<file path="src/rtl/mesi_snoop_bus.sv">
`default_nettype none
// ============================================================================
// Module      : mesi_snoop_bus
// Description : Shared snooping-bus controller for MESI caches.
//               Round-robin arbitration of read/write miss requests from
//               N_CACHES caches, a single-cycle BR/BW snoop broadcast to all
//               non-owner caches, a MEM_LAT-cycle memory phase and a
//               one-cycle response carrying done and the S (shared) flag.
//               Sequence per transaction: IDLE -> SNOOP -> MEM -> RESP.
// Revision    : 1.0 - initial release
// ----------------------------------------------------------------------------
// Parameters:
//   N_CACHES  number of caches on the bus (>=2)
//   MEM_LAT   memory access cycles per transaction (>=1)
// Ports:
//   clk      in   1         rising-edge clock
//   reset    in   1         asynchronous, active-low reset
//   req_rd   in   N_CACHES  read-miss request per cache, held until done
//   req_wr   in   N_CACHES  write-miss/upgrade request per cache, held until done
//   grant    out  N_CACHES  one-hot owner of the current transaction
//   done     out  N_CACHES  one-cycle completion pulse to the owner
//   shared   out  1         valid with done: another cache holds the line
//   snp_br   out  N_CACHES  bus-read snoop to every non-owner cache
//   snp_bw   out  N_CACHES  bus-write snoop to every non-owner cache
//   snp_hit  in   N_CACHES  combinational snoop response (cache holds line)
//   busy     out  1         high whenever the bus is not idle
// Optional build macro:
//   MESI_BUS_STATS_EN  adds rd_cnt[15:0] / wr_cnt[15:0], saturating counts
//                      of completed read and write transactions.
// ============================================================================
module mesi_snoop_bus #(
  parameter int N_CACHES = 4,
  parameter int MEM_LAT  = 3
) (
  input  logic                clk,
  input  logic                reset,
  input  logic [N_CACHES-1:0] req_rd,
  input  logic [N_CACHES-1:0] req_wr,
  output logic [N_CACHES-1:0] grant,
  output logic [N_CACHES-1:0] done,
  output logic                shared,
  output logic [N_CACHES-1:0] snp_br,
  output logic [N_CACHES-1:0] snp_bw,
  input  logic [N_CACHES-1:0] snp_hit,
  output logic                busy
`ifdef MESI_BUS_STATS_EN
  ,
  output logic [15:0]         rd_cnt,
  output logic [15:0]         wr_cnt
`endif
);

  localparam int OW = (N_CACHES > 1) ? $clog2(N_CACHES) : 1;
  localparam int CW = (MEM_LAT > 0) ? $clog2(MEM_LAT + 1) : 1;

  typedef enum logic [1:0] {
    ST_IDLE  = 2'd0,
    ST_SNOOP = 2'd1,
    ST_MEM   = 2'd2,
    ST_RESP  = 2'd3
  } state_t;

  state_t               state;
  logic [OW-1:0]        rr_ptr;
  logic [OW-1:0]        owner;
  logic                 op_wr;
  logic                 hit_q;
  logic [CW-1:0]        cnt;

  logic [N_CACHES-1:0]  req_any;
  logic [N_CACHES-1:0]  owner_oh;
  logic                 hit_w;
  logic                 pick_valid;
  logic [OW-1:0]        pick_idx;
  logic [OW:0]          cand_sum;
  logic [OW-1:0]        cand_idx;

  function automatic logic [N_CACHES-1:0] onehot(input logic [OW-1:0] idx);
    logic [N_CACHES-1:0] v;
    v      = '0;
    v[idx] = 1'b1;
    return v;
  endfunction

  assign req_any  = req_rd | req_wr;
  assign owner_oh = onehot(owner);

  // The owner may legitimately report a hit for its own line (e.g. an
  // upgrade from S); only other caches decide the shared indication.
  assign hit_w = |(snp_hit & ~owner_oh);

  // Round-robin pick: scan from rr_ptr upward, wrapping modulo N_CACHES.
  // cand_sum is one bit wider so rr_ptr+i never overflows before the wrap.
  always_comb begin
    pick_valid = 1'b0;
    pick_idx   = '0;
    cand_sum   = '0;
    cand_idx   = '0;
    for (int i = 0; i < N_CACHES; i++) begin
      cand_sum = {1'b0, rr_ptr} + (OW+1)'(i);
      if (cand_sum >= (OW+1)'(N_CACHES)) begin
        cand_sum = cand_sum - (OW+1)'(N_CACHES);
      end
      cand_idx = cand_sum[OW-1:0];
      if (!pick_valid && req_any[cand_idx]) begin
        pick_valid = 1'b1;
        pick_idx   = cand_idx;
      end
    end
  end

  // Bus FSM with registered outputs: each output is set on the edge that
  // enters the state in which it must be visible.
  always_ff @(posedge clk or negedge reset) begin
    if (!reset) begin
      state  <= ST_IDLE;
      rr_ptr <= '0;
      owner  <= '0;
      op_wr  <= 1'b0;
      hit_q  <= 1'b0;
      cnt    <= '0;
      grant  <= '0;
      done   <= '0;
      shared <= 1'b0;
      snp_br <= '0;
      snp_bw <= '0;
      busy   <= 1'b0;
    end else begin
      case (state)
        ST_IDLE: begin
          if (pick_valid) begin
            owner <= pick_idx;
            // A cache raising both request lines is treated as a writer.
            op_wr <= req_wr[pick_idx];
            grant <= onehot(pick_idx);
            busy  <= 1'b1;
            if (req_wr[pick_idx]) begin
              snp_bw <= ~onehot(pick_idx);
            end else begin
              snp_br <= ~onehot(pick_idx);
            end
            state <= ST_SNOOP;
          end
        end

        ST_SNOOP: begin
          hit_q  <= hit_w;
          snp_br <= '0;
          snp_bw <= '0;
          cnt    <= CW'(MEM_LAT - 1);
          state  <= ST_MEM;
        end

        ST_MEM: begin
          if (cnt == '0) begin
            done   <= owner_oh;
            shared <= hit_q & ~op_wr;
            state  <= ST_RESP;
          end else begin
            cnt <= cnt - 1'b1;
          end
        end

        ST_RESP: begin
          done   <= '0;
          shared <= 1'b0;
          grant  <= '0;
          busy   <= 1'b0;
          rr_ptr <= (owner == OW'(N_CACHES - 1)) ? '0 : owner + 1'b1;
          state  <= ST_IDLE;
        end

        default: begin
          state <= ST_IDLE;
        end
      endcase
    end
  end

`ifdef MESI_BUS_STATS_EN
  // Completed-transaction counters; they advance on the RESP cycle and
  // hold at all-ones rather than wrapping.
  always_ff @(posedge clk or negedge reset) begin
    if (!reset) begin
      rd_cnt <= '0;
      wr_cnt <= '0;
    end else if (state == ST_RESP) begin
      if (op_wr) begin
        if (wr_cnt != 16'hFFFF) begin
          wr_cnt <= wr_cnt + 16'd1;
        end
      end else begin
        if (rd_cnt != 16'hFFFF) begin
          rd_cnt <= rd_cnt + 16'd1;
        end
      end
    end
  end
`endif

endmodule
`default_nettype wire

</file>
<file path="config.mk">
export PLATFORM = sky130hd
export DESIGN_NAME = mesi_snoop_bus
export DESIGN_NICKNAME = d
export VERILOG_FILES = /design/src/rtl/mesi_snoop_bus.sv
export SDC_FILE = /design/constraint.sdc
export NUM_CORES = 1
export LEC_CHECK = 0
export CAP_MARGIN = 20
export CORE_MARGIN = 3
export CORE_UTILIZATION = 52
export DETAILED_ROUTE_END_ITERATION = 10
export PLACE_DENSITY = 0.79
export SYNTH_ARGS = -nofsm -noshare
export SYNTH_HDL_FRONTEND = slang
export SYNTH_SLANG_ARGS = --single-unit
</file>
<file path="constraint.sdc">
create_clock -name clk -period 2.4 [get_ports clk]
set_input_delay 0.72 -clock clk [delete_from_list [all_inputs] [get_ports clk]]
set_output_delay 0.72 -clock clk [all_outputs]
set_load 0.005 [all_outputs]
</file>
# ---- Word level (Yosys, flattened, before mapping)
# Index checks and enable logic that the tools add are counted.
dict set report totals {
  output_inout_bits 18
  elab_cells 116
  inputBits 14
  register_bits 28
}
dict set report classes {
  mux 46
  eq_ne 9
  reduce_logical 22
  addsub 9
  n_lt_le_gt_ge 12
  bitwise 6
}
# operator n
set ops {}
lappend ops {{$pmux W4 S2} 4}
lappend ops {{$mux W2} 12}
lappend ops {{$mux W4} 6}
lappend ops {{$lt A2 B3 Y1 const B} 6}
lappend ops {{$mux W1} 13}
lappend ops {{$bmux W1 S2} 5}
lappend ops {{$ne A2 B2 Y1 const B} 5}
lappend ops {{$reduce_and A2 Y1} 5}
lappend ops {{$sub A2 B1 Y2 const B} 5}
lappend ops {{$ge A3 B3 Y1 const B} 3}
lappend ops {{$not A4 Y4} 2}
lappend ops {{$pmux W2 S4} 1}
lappend ops {{$reduce_bool A2 Y1} 4}
lappend ops {{$add A2 B2 Y3 const B} 2}
lappend ops {{$eq A2 B2 Y1 const B} 3}
lappend ops {{$reduce_and A3 Y1} 2}
lappend ops {{$logic_and A1 B1 Y1} 5}
lappend ops {{$and A4 B4 Y4} 1}
lappend ops {{$demux W1 S2} 2}
lappend ops {{$ge A2 B1 Y1 const B} 2}
lappend ops {{$logic_not A2 Y1} 2}
lappend ops {{$or A4 B4 Y4} 1}
lappend ops {{$pmux W1 S2} 2}
lappend ops {{$pmux W2 S2} 1}
lappend ops {{other kinds (8)} 10}

# ---- Logic depth before layout (Yosys ltp)
# Gate-level depths: netlist of run 1.
dict set report depth {
  depth_word 22
  ltp_mapped 9
  ltp_nobuf 8
}

# ---- Worst setup path before layout of run 1
# OpenSTA, ideal clock, no wires.
dict set report synth_timing {
  kind {input to register}
  from {input port req_wr[1]}
  to {register snp_br[1]}
  slack_ns 0.081
  t_arrival_ns 2.215
  setup_ns 0.104
  path_stages 7
  path_buffers 1
  path_cell_list {or2_2 > o211ai_1 > o21ai_0 > a2111o_1 > buf_6 > a211o_1 > o311ai_1}
}
dict set report synth_via {
  elab_chain_cells 21
  elab_cells_between_ends 37
  cone_classes {order compare: 2; eq/ne: 2; mux: 23; bitwise: 2; reduce/logical: 8}
}
# element line
set synth_lines {}
lappend synth_lines {{start: declaration} 38} ;# input logic [N_CACHES-1:0] req_wr,
lappend synth_lines {{$or A4 B4 Y4} 85} ;# assign req_any = req_rd | req_wr;
lappend synth_lines {{$bmux W1 S2} 105} ;# if (!pick_valid && req_any[cand_idx]) begin
lappend synth_lines {{$mux W1 (implied by the code)} 105}
lappend synth_lines {{$mux W1} 105}
lappend synth_lines {{$logic_not A1 Y1} 105}
lappend synth_lines {{$logic_and A1 B1 Y1} 105}
lappend synth_lines {{$mux W1} 105}
lappend synth_lines {{$logic_not A1 Y1} 105}
lappend synth_lines {{(+5 left out)} -}
lappend synth_lines {{$lt A2 B3 Y1 (implied by the code) or $ge A2 B1 Y1 (tied branches)} 81} ;# v[idx] = 1'b1;
lappend synth_lines {{$logic_and A1 B1 Y1 (implied by the code)} 81}
lappend synth_lines {{$mux W1 (implied by the code)} 81}
lappend synth_lines {{$demux W1 S2} 81}
lappend synth_lines {{$not A4 Y4} 140} ;# snp_br <= ~onehot(pick_idx);
lappend synth_lines {{$mux W4} 137} ;# if (req_wr[pick_idx]) begin
lappend synth_lines {{$mux W4} 131} ;# if (pick_valid) begin
lappend synth_lines {{$pmux W4 S2} 129} ;# case (state)
lappend synth_lines {{end signal: assignment} 140}
lappend synth_lines {{end: declaration} 42} ;# output logic [N_CACHES-1:0] snp_br,
# Several ways; a longest one is shown, not always the timed one. The select of a mux whose other input is x is not followed.
# A chain may end at the register's enable or synchronous reset.

# ---- Worst setup path after layout of run 1
dict set report layout_timing {
  from {input port req_wr[1]}
  to {register snp_br[2]}
}
# The elaborated chain is that of the path after synthesis.

==> impl_metrics.tcl, run 1 <==
set metrics [dict create \
    final_common_cell "buf_4" \
    dp_hpwl_um 3440 \
    ys_seq_area_share_pct 40.4 \
    clock_sinks 28 \
    cts_tree "yes" \
    synth-edff-count 0 \
    vias_per_cell 5.92 \
    yosysUniqueCellTypes 48 \
    async_reset_ff_share_pct 100 \
    p_total_mw 3.04 \
    dpl_cell_area_mm2 0.00227 \
    crit_buf_inv 1 \
    seqCellArea_um2 701 \
    crit_required_ns 2.64 \
    power.share.clock_pct 10.1 \
    worstPathArrival_ns 2.60 \
    synth_area_mm2 0.00174 \
    gp_congestion 0.822 \
    fp.dieH_um 63.8 \
    relSlewSlack_pct 56.7 \
    setup.worst_path.class "in -> reg" \
    htree_levels 1 \
    clk_pin_slew_worst_paths_ns 0.15 \
    ys_warn_count 0 \
    worst_slew_pin_slew_ns 0.649 \
    dieArea_mm2 0.00407 \
    hold_slack_ns 0.489 \
    p_switching_mw 1.27 \
    p_leak_nw 1.10 \
    wire_per_inst_um 16.4 \
    diodes 0 \
    start_util_pct 55.5 \
    power_frac_seq_pct 27.5 \
    coreArea_mm2 0.00313 \
    p_comb_share_pct 62.3 \
    grtUsageTotal_pct 25.2 \
    syn_avg_cell_area_um2 9.23 \
    clock_latency_ns 0.33 \
    drc 0 \
    final_util_pct 79.9 \
    hold_path_class "reg -> reg" \
    ys.flop_type "dfrtp_1" \
    root_buffer "clkbuf_4" \
    critPathTopFamily "simple AND/OR/NAND/NOR gates" \
    area_growth_pct 44.0 \
    layout-drive-gt1-share_pct 28.5 \
    grt_pass1_vias 1711 \
    postLayoutCellArea_mm2 0.00250 \
    drtAntennaViolNets 0 \
    dieWidth_um 63.8 \
    drt_wl_total_um 4810 \
    finalHoldViolCount 0 \
    syn-num-nets 211 \
    slowest_stage "or4_4" \
    drtPass1Iterations 4 \
    cp_max_fo 8 \
    finalCritPeriodShare_pct 98.4 \
    antenna_found_initial 0 \
    ys_ff_latch 28 \
    num-fill-cells 209 \
    postCtsHoldBufs 0 \
    skew_ns 0.00501 \
    grt_max_degree 29 \
    crit_path_end_kind "flip-flop" \
    internal_power_mw 1.77 \
    vias 1736 \
    multi_input_area_mm2 0.00106 \
    sw_frac_of_total_pct 41.8 \
    cts_buffer_depth 2 \
    final_cell_mix "buf_4 (32), dfrtp_1 (28), clkdlybuf4s50_1 (23)" \
    maxCapViolCount 0 \
    grt-ovfl-total 0 \
    critPathLaunchType "input port" \
    rows 20 \
    path_cells "clkdlybuf4s15_1 -> or4_4 -> o2111a_2 -> nor3b_2 -> a2111o_1 -> nand2_4 -> o311ai_2" \
    io_pins 32 \
    power_density_mw_per_mm2 1220 \
    grt_pass1_wl_um 8200 \
    drt_iter0_drc 90 \
    port_buffers 31 \
    peakVddDrop_mv 0.814 \
    cts_buffers 3 \
    slowest_delay_ns 0.49 \
    min_period_ns 2.36 \
    syn_inst 188 \
    outcome "finished, final reports clean" \
    setup_tns_ns 0 \
    final_nets 273 \
    clock.fmax_ghz 0.424 \
    slew_violations 0 \
    setup_viol 0 \
]
==> kinds of logic (layout without fill, tap and decap cells) <==
kind of cell	count (synthesis)	count (layout)	share of synthesized area [%]
AOI/OAI and AO/OA	66	67	28.2
and+or+nand+nor	57	57	17.3
DFF	28	28	40.4
buffers and inverters	26	86	6.42
adders and majority gates	9	9	6.49
muxes	2	2	1.23
==> per-layer routing <==
metal | up-vias | part of all wire, % | GRT usage (%)
met3 | 14 | 4.3 | 3.69
met1 | 856 | 42 | 33.3
li1 | 810 | - | -
met5 | - | 0 | 0
met2 | 56 | 51 | 42.2
met4 | 0 | 2.2 | 8.89
==> final timing paths <==
kind                                      startpoint               endpoint  slack (ns)  cells after the start
worst min register to register    cnt[0]$_DFFE_PN0P_     cnt[0]$_DFFE_PN0P_        0.49                      1
worst min-delay path              cnt[0]$_DFFE_PN0P_     cnt[0]$_DFFE_PN0P_        0.49                      1
worst max register to register  state[0]$_DFFE_PN0P_  snp_br[3]$_DFFE_PN0P_        0.28                      7
max in group asynchronous                      reset  snp_bw[0]$_DFFE_PN0P_        1.40                      2
min in group asynchronous                      reset  rr_ptr[0]$_DFFE_PN0P_        0.75                      2
worst max-delay path                       req_wr[1]  snp_br[2]$_DFFE_PN0P_        0.04                      7
==> repair_timing <==
action,4_1_cts,5_1_grt
pin swaps,13,9
buffers inserted,5,0
cloned,1,0
resized for setup,27,19
setup endpoints to repair,9,10
==> flip-flops by register name (all words and copies together), names as in the netlist <==
signal,count
snp_bw,4
busy,1
state,2
shared,1
rr_ptr,2
hit_q,1
cnt,2
snp_br,4
grant,4
op_wr,1
done,4
owner,2
==> cell type report <==
class                   count  share of cell area, %
multi-input cells         135                   42.6
flip-flops and latches     28                   28.0
repair buffers             65                   22.5
inverters                  17                   2.55
well taps                  44                   2.20
clock inverters             1                   1.20
clock buffers               3                  0.901
==> power by group through the flow <==
stage / clock network (mW) / registers, mW / logic (mW)
finish: 0.308 / 0.838 / 1.90
global route: 0.333 / 0.863 / 2.10
CTS: 0.317 / 0.833 / 1.76
detailed placement: 0 / 0.842 / 1.61
global placement: 0 / 0.825 / 1.56
floorplan: 0 / 0.814 / 0.975
==> cell usage after synthesis (4+ instances only) <==
cell type / count / area share, %
ha_1: 9 / 6.5
inv_1: 17 / 3.7
a31oi_1: 6 / 2.2
o2111ai_1: 4 / 2.0
nand4_1: 4 / 1.4
nor2b_1: 6 / 2.2
nor2_1: 15 / 3.2
a21o_1: 5 / 2.2
nand2_1: 14 / 3.0
clkbuf_1: 5 / 1.1
a21oi_1: 7 / 2.0
o311ai_1: 4 / 2.0
o21ai_0: 18 / 5.2
dfrtp_1: 28 / 40
==> stage by stage <==
step                      std cells  setup WS, ns
after floorplan                 188        0.0814
after global placement          283        -0.451
after detailed placement        283        -0.588
after CTS                       293       0.00325
after global routing            293       -0.0354
final                           293        0.0393
Note: power is estimated with default switching activity, not from simulation.
==> run 2: changes to the inputs <==
- ABC_AREA: unset -> 1
- CORE_UTILIZATION: 52 -> 51
==> run 2 against run 1 <==
  * Sequential share of layout area up 3.5 points
  * Worst hold slack improved by 0.030 ns
  * Global-route usage fell by 5.8 points
  * Combinational power increased by 8%
  * Clock power grew 1%
  * Cell area fell by 11%
  * Routed wire length shrank 28%
  * Die area decreased by 3.2%
  * Synthesized cell count up 11%
  * Largest power group unchanged
  * Highest routed layer unchanged
==> impl_metrics.tcl, run 2 <==
set metrics [dict create \
    slew_violations 0 \
    vias 1500 \
    yosys-top-cells-count "nand2_1 (48), dfrtp_1 (28), inv_1 (28), nand3_1 (28), o21ai_0 (13)" \
    drtAntennaViolNets 0 \
    yosysUniqueCellTypes 27 \
    drc 0 \
    p_total_mw 3.19 \
    critPathLaunchType "input port" \
    wire_per_inst_um 11.7 \
    yosys.area.top_type_share_pct 42.7 \
    cts_tree "yes" \
    relSlewSlack_pct 57.9 \
    m1WireLength_um 1640 \
    io_pins 32 \
    vias_per_cell 5.03 \
    worst_slew_pin_slew_ns 0.632 \
    clock_latency_ns 0.33 \
    fp.dieH_um 62.7 \
    grt-ovfl-total 0 \
    finalHoldViolCount 0 \
    synth_area_mm2 0.00164 \
    hold_slack_ns 0.518 \
    grtUsageTotal_pct 19.4 \
    syn_avg_cell_area_um2 7.89 \
    final_cell_mix "nand2_1 (42), clkdlybuf4s50_1 (30), dfrtp_1 (28)" \
    setup_viol 0 \
    synth_top_area_cell "dfrtp_1" \
    power_density_mw_per_mm2 1440 \
    final_util_pct 76.5 \
    yosys.cell_count.top_type "nand2_1" \
    maxCapViolCount 0 \
    highest_layer "met4" \
    area_growth_pct 35.1 \
    diodes 0 \
    syn_inst 208 \
    grt_max_degree 29 \
    drt_wl_total_um 3490 \
    root_buffer "clkbuf_4" \
    rsz0062_at_grt "yes" \
    place_inst 293 \
    ys_seq_area_share_pct 42.7 \
    dieArea_mm2 0.00394 \
    ys_ff_latch 28 \
    peakVddDrop_mv 0.704 \
    coreArea_mm2 0.00290 \
    synthTopCellsByArea "dfrtp_1 (43%), nand2_1 (11%), nand3_1 (8.5%)" \
    grt_pass1_vias 1429 \
    postCtsHoldBufs 0 \
    setup.worst_path.class "in -> reg" \
    hold_path_class "reg -> reg" \
    dp_hpwl_um 2600 \
    port_buffers 31 \
    layout-drive-gt1-share_pct 21.9 \
    htree_levels 1 \
    dr_wl_met2_um 1640 \
    syn-num-nets 231 \
    clock_sinks 28 \
    finalCritPeriodShare_pct 94.7 \
    dpl_cell_area_mm2 0.00209 \
    antenna_found_initial 0 \
    worstPathArrival_ns 2.56 \
    final_common_cell "nand2_1" \
    postLayoutCellArea_mm2 0.00222 \
    crit_required_ns 2.69 \
    cts_buffers 3 \
    route.met3.wl_um 139 \
    ys_warn_count 0 \
    clock.fmax_ghz 0.440 \
    ys.flop_type "dfrtp_1" \
    skew_ns 0.00114 \
    gp_congestion 0.850 \
    cts_buffer_depth 2 \
    cp_max_fo 6 \
    min_period_ns 2.27 \
    rows 19 \
    outcome "finished, final reports clean" \
    p_leak_nw 1.09 \
    synth-edff-count 0 \
    final_nets 280 \
    async_reset_ff_share_pct 100 \
    drtPass1Iterations 4 \
    stdcell_count 298 \
    clk_pin_slew_worst_paths_ns 0.15 \
    start_util_pct 56.6 \
    grt_pass1_wl_um 6290 \
    drt_iter0_drc 82 \
    crit_path_end_kind "flip-flop" \
    dieWidth_um 62.7 \
]
## run 2: cell types whose count changed after synthesis, sizes merged, moves of 4 or more
cell | before | now
inv | 17 | 33
a21o | 5 | 0
nor2b | 6 | 0
a31oi | 6 | 0
o2111ai | 4 | 0
nand3 | 1 | 30
o311ai | 4 | 0
nand2 | 14 | 58
clkbuf | 5 | 1
nand4 | 4 | 0
or2 | 4 | 0
## run 2: path summary, 6_finish.rpt
check	start	end	slack, ns	cells after the start
worst min register to register	cnt[0]$_DFFE_PN0P_	cnt[0]$_DFFE_PN0P_	0.52	1
worst max-delay path	req_wr[3]	snp_bw[1]$_DFFE_PN0P_	0.13	16
worst max register to register	rr_ptr[0]$_DFFE_PN0P_	snp_br[3]$_DFFE_PN0P_	0.36	15
max in group asynchronous	reset	grant[1]$_DFFE_PN0P_	1.39	2
min in group asynchronous	reset	done[1]$_DFFE_PN0P_	0.75	2
worst min-delay path	cnt[0]$_DFFE_PN0P_	cnt[0]$_DFFE_PN0P_	0.52	1
## run 2: kinds of logic after synthesis
logic type / share of synthesized area (%)
buffers and inverters: 8.84
flip-flops: 42.7
adder cells (fa/ha/maj): 6.86
AND/OR/NAND/NOR: 30.3
AO/OA/AOI/OAI: 11.4
## run 2: worst max-delay path, cell delays in order
cell and delay (ns):
clkdlybuf4s50_1 0.44, nor2_2 0.15, nand2_1 0.10, nand3_2 0.12, nand2_4 0.07, nor2_4 0.14
nand3_2 0.07, nand2_2 0.11, nand2_4 0.07, nand2_1 0.06, nand2_1 0.06, nand2_2 0.11
nand3_4 0.12, inv_4 0.08, nand2_1 0.05, nand2_1 0.06
## run 2: cell type report
| cell class | instances | area, um2 |
|---|---|---|
| Multi-Input combinational cell | 144 | 855 |
| Inverter | 34 | 133 |
| Tap cell | 42 | 52.6 |
| Fill cell | 242 | 682 |
| Sequential cell | 28 | 701 |
| Timing Repair Buffer | 46 | 425 |
| Clock buffer | 3 | 22.5 |
| Clock inverter | 1 | 30.0 |
## run 2: layer usage
metal	track usage, %	vias to the layer above
met2	31.6	36
li1	-	774
met4	7.44	0
met3	3.96	7
met1	25.3	683
met5	0	-
## run 2: per-stage QoR
stage / TNS (ns) / setup slack [ns]
2_1_floorplan: 0 / 0.368
6_report: 0 / 0.127
5_1_grt: -0.0663 / -0.0309
3_3_place_gp: -2.69 / -0.216
3_5_place_dp: -3.48 / -0.274
4_1_cts: 0 / 0.0879
## run 2: where the power goes
part / internal, mW / leakage, nW / total [mW] / switching, mW
registers: 0.680 / 0.353 / 0.826 / 0.146
logic: 0.887 / 0.708 / 2.06 / 1.17
clock network: 0.169 / 0.0279 / 0.312 / 0.143
total: 1.74 / 1.09 / 3.19 / 1.46
## run 2: timing repair
item,in CTS,in global routing
buffers inserted,0,1
resized for setup,0,20
endpoints found under the setup margin,0,11
==> run 3: changes to the inputs <==
- CORE_UTILIZATION: 51 -> 62
- DONT_BUFFER_PORTS: unset -> 1
- PLACE_DENSITY: 0.79 -> 0.78
==> run 3 against run 2 <==
  * Critical path depth fell by 1
  * First-iteration DRC count fell by 37%
  * Clock power fell by 26%
  * Fmax rose by 8.4%
  * Clock-buffer cell count rose by 1
  * Sequential share of layout area rose by 9.6 points
  * Via count fell by 12%
  * Sequential power rose by 2.8%
  * Largest cell class unchanged
==> impl_metrics.tcl, run 3 (same netlist as run 2, synthesis figures left out) <==
set metrics [dict create \
    cpMostUsedCell "nand2_1" \
    critPathLaunchType "flip-flop" \
    cts-resized-gates 0 \
    rows 18 \
    rsz0062_at_grt "no" \
    vias_per_cell 5.52 \
    worst_slew_pin_slew_ns 0.588 \
    fp.dieH_um 57.5 \
    path_cells "inv_4 -> nand2_1 -> nand2_1 -> nand2_1 -> nand2_1 -> a21oi_1 -> nand2_1 -> nand2_4 -> nand2_1 -> nand2_1 -> nand2_2 -> nand2_2 -> nand2_2 -> nand3_1 -> nand2_1" \
    maxCapViolCount 0 \
    clk_pin_slew_worst_paths_ns 0.15 \
    drtAntennaViolNets 0 \
    relSlewSlack_pct 60.8 \
    postCtsHoldBufs 0 \
    drc 0 \
    grtUsageTotal_pct 20.4 \
    finalCritPeriodShare_pct 87.3 \
    wire_per_inst_um 12.8 \
    final_common_cell "nand2_1" \
    crit_required_ns 2.63 \
    start_util_pct 65.7 \
    grt_pass1_wl_um 5380 \
    num-fill-cells 204 \
    hold_path_class "in -> async" \
    min_period_ns 2.10 \
    worstPathArrival_ns 2.33 \
    drt_iter0_drc 52 \
    cts_buffer_depth 2 \
    clock.fmax_ghz 0.477 \
    crit_path_end_kind "flip-flop" \
    peakVddDrop_mv 0.889 \
    grt-ovfl-total 0 \
    setup_tns_ns 0 \
    dp_hpwl_um 2370 \
    slowest_delay_ns 0.56 \
    htree_levels 1 \
    root_buffer "clkbuf_4" \
    gp_congestion 0.840 \
    power_density_mw_per_mm2 1520 \
    dieWidth_um 57.5 \
    antenna_found_initial 0 \
    grt_pass1_vias 1264 \
    layout-drive-gt1-share_pct 12.4 \
    final_cell_mix "nand2_1 (48), inv_1 (28), nand3_1 (28), dfrtp_1 (28), o21ai_0 (13)" \
    dieArea_mm2 0.00330 \
    setup.worst_path.class "reg -> reg" \
    cts_buffers 3 \
    clock_sinks 28 \
    post_cts_buffers 0 \
    final_nets 234 \
    slew_violations 0 \
    hold_slack_ns 0.0569 \
    worst_slack_ns 0.304 \
    grt_max_degree 29 \
    drt_wl_total_um 3080 \
    finalHoldViolCount 0 \
    cts_tree "yes" \
    slowest_stage "dfrtp_1" \
    final_util_pct 68.0 \
    cp_max_fo 10 \
    post-place-ws_ns 0.0793 \
    clock_latency_ns 0.33 \
    io_pins 32 \
    diodes 0 \
    port_buffers 0 \
    drtPass1Iterations 5 \
    setup_viol 0 \
    coreArea_mm2 0.00250 \
    skew_ns 0.00383 \
    outcome "finished, final reports clean" \
    p_leak_nw 0.874 \
    area_growth_pct 3.58 \
    vias 1325 \
]
## run 3: cell types whose count changed in the layout (fill, tap and decap cells not counted), sizes merged
| cell | before | now |
|---|---|---|
| buf | 15 | 0 |
| bufinv | 1 | 0 |
| clkbuf | 3 | 4 |
| clkdlybuf4s50 | 30 | 0 |
| dlymetal6s2s | 1 | 0 |
## run 3: area by class of cell
cell class	instances	area [um2]	area share (%)
inverter	34	130	7.65
sequential	28	701	41.2
multi-input combinational	144	796	46.8
tap	30	37.5	2.21
clock buffer	4	36.3	2.13
## run 3: routing by layer
layer / global-route usage (%) / share of wire [%] / up-vias
met3: 3.17 / 5.8 / 6
met2: 33.4 / 44 / 43
li1: - / - / 676
met5: 0 / 0 / -
met1: 26.8 / 48 / 600
met4: 8.61 / 2.0 / 0
## run 3: worst paths after layout
check / start / end / slack (ns) / cells past startpoint
max: rr_ptr[0]$_DFFE_PN0P_ / snp_br[3]$_DFFE_PN0P_ / 0.30 / 15
min: reset / done[1]$_DFFE_PN0P_ / 0.06 / 0
max reg2reg: rr_ptr[0]$_DFFE_PN0P_ / snp_br[3]$_DFFE_PN0P_ / 0.30 / 15
min reg2reg: cnt[0]$_DFFE_PN0P_ / cnt[0]$_DFFE_PN0P_ / 0.52 / 1
max in group asynchronous: reset / snp_br[2]$_DFFE_PN0P_ / 2.27 / 0
min in group clk: cnt[0]$_DFFE_PN0P_ / cnt[0]$_DFFE_PN0P_ / 0.52 / 1
## run 3: report_power, final
group / switching [mW] / total, mW / internal (mW) / leakage, nW
registers: 0.168 / 0.849 / 0.681 / 0.353
logic: 1.02 / 1.50 / 0.482 / 0.501
clock network: 0.137 / 0.230 / 0.0929 / 0.0210
## run 3: worst max-delay path: cells and delay by family (launching register included)
kind                   cells  cell delay (ns)
DFF                        1             0.56
AOI/OAI and AO/OA          1             0.15
buffers and inverters      1             0.09
and+or+nand+nor           13             1.18
## run 3: through the flow
| step | instances | cell area (um2) | power, mW |
|---|---|---|---|
| 2_1_floorplan | 208 | 1640 | 2.06 |
| 4_1_cts | 240 | 1700 | 2.57 |
| 3_5_place_dp | 236 | 1660 | 2.34 |
| 6_report | 240 | 1700 | 2.58 |
| 3_3_place_gp | 236 | 1660 | 2.28 |
| 5_1_grt | 240 | 1700 | 2.84 |
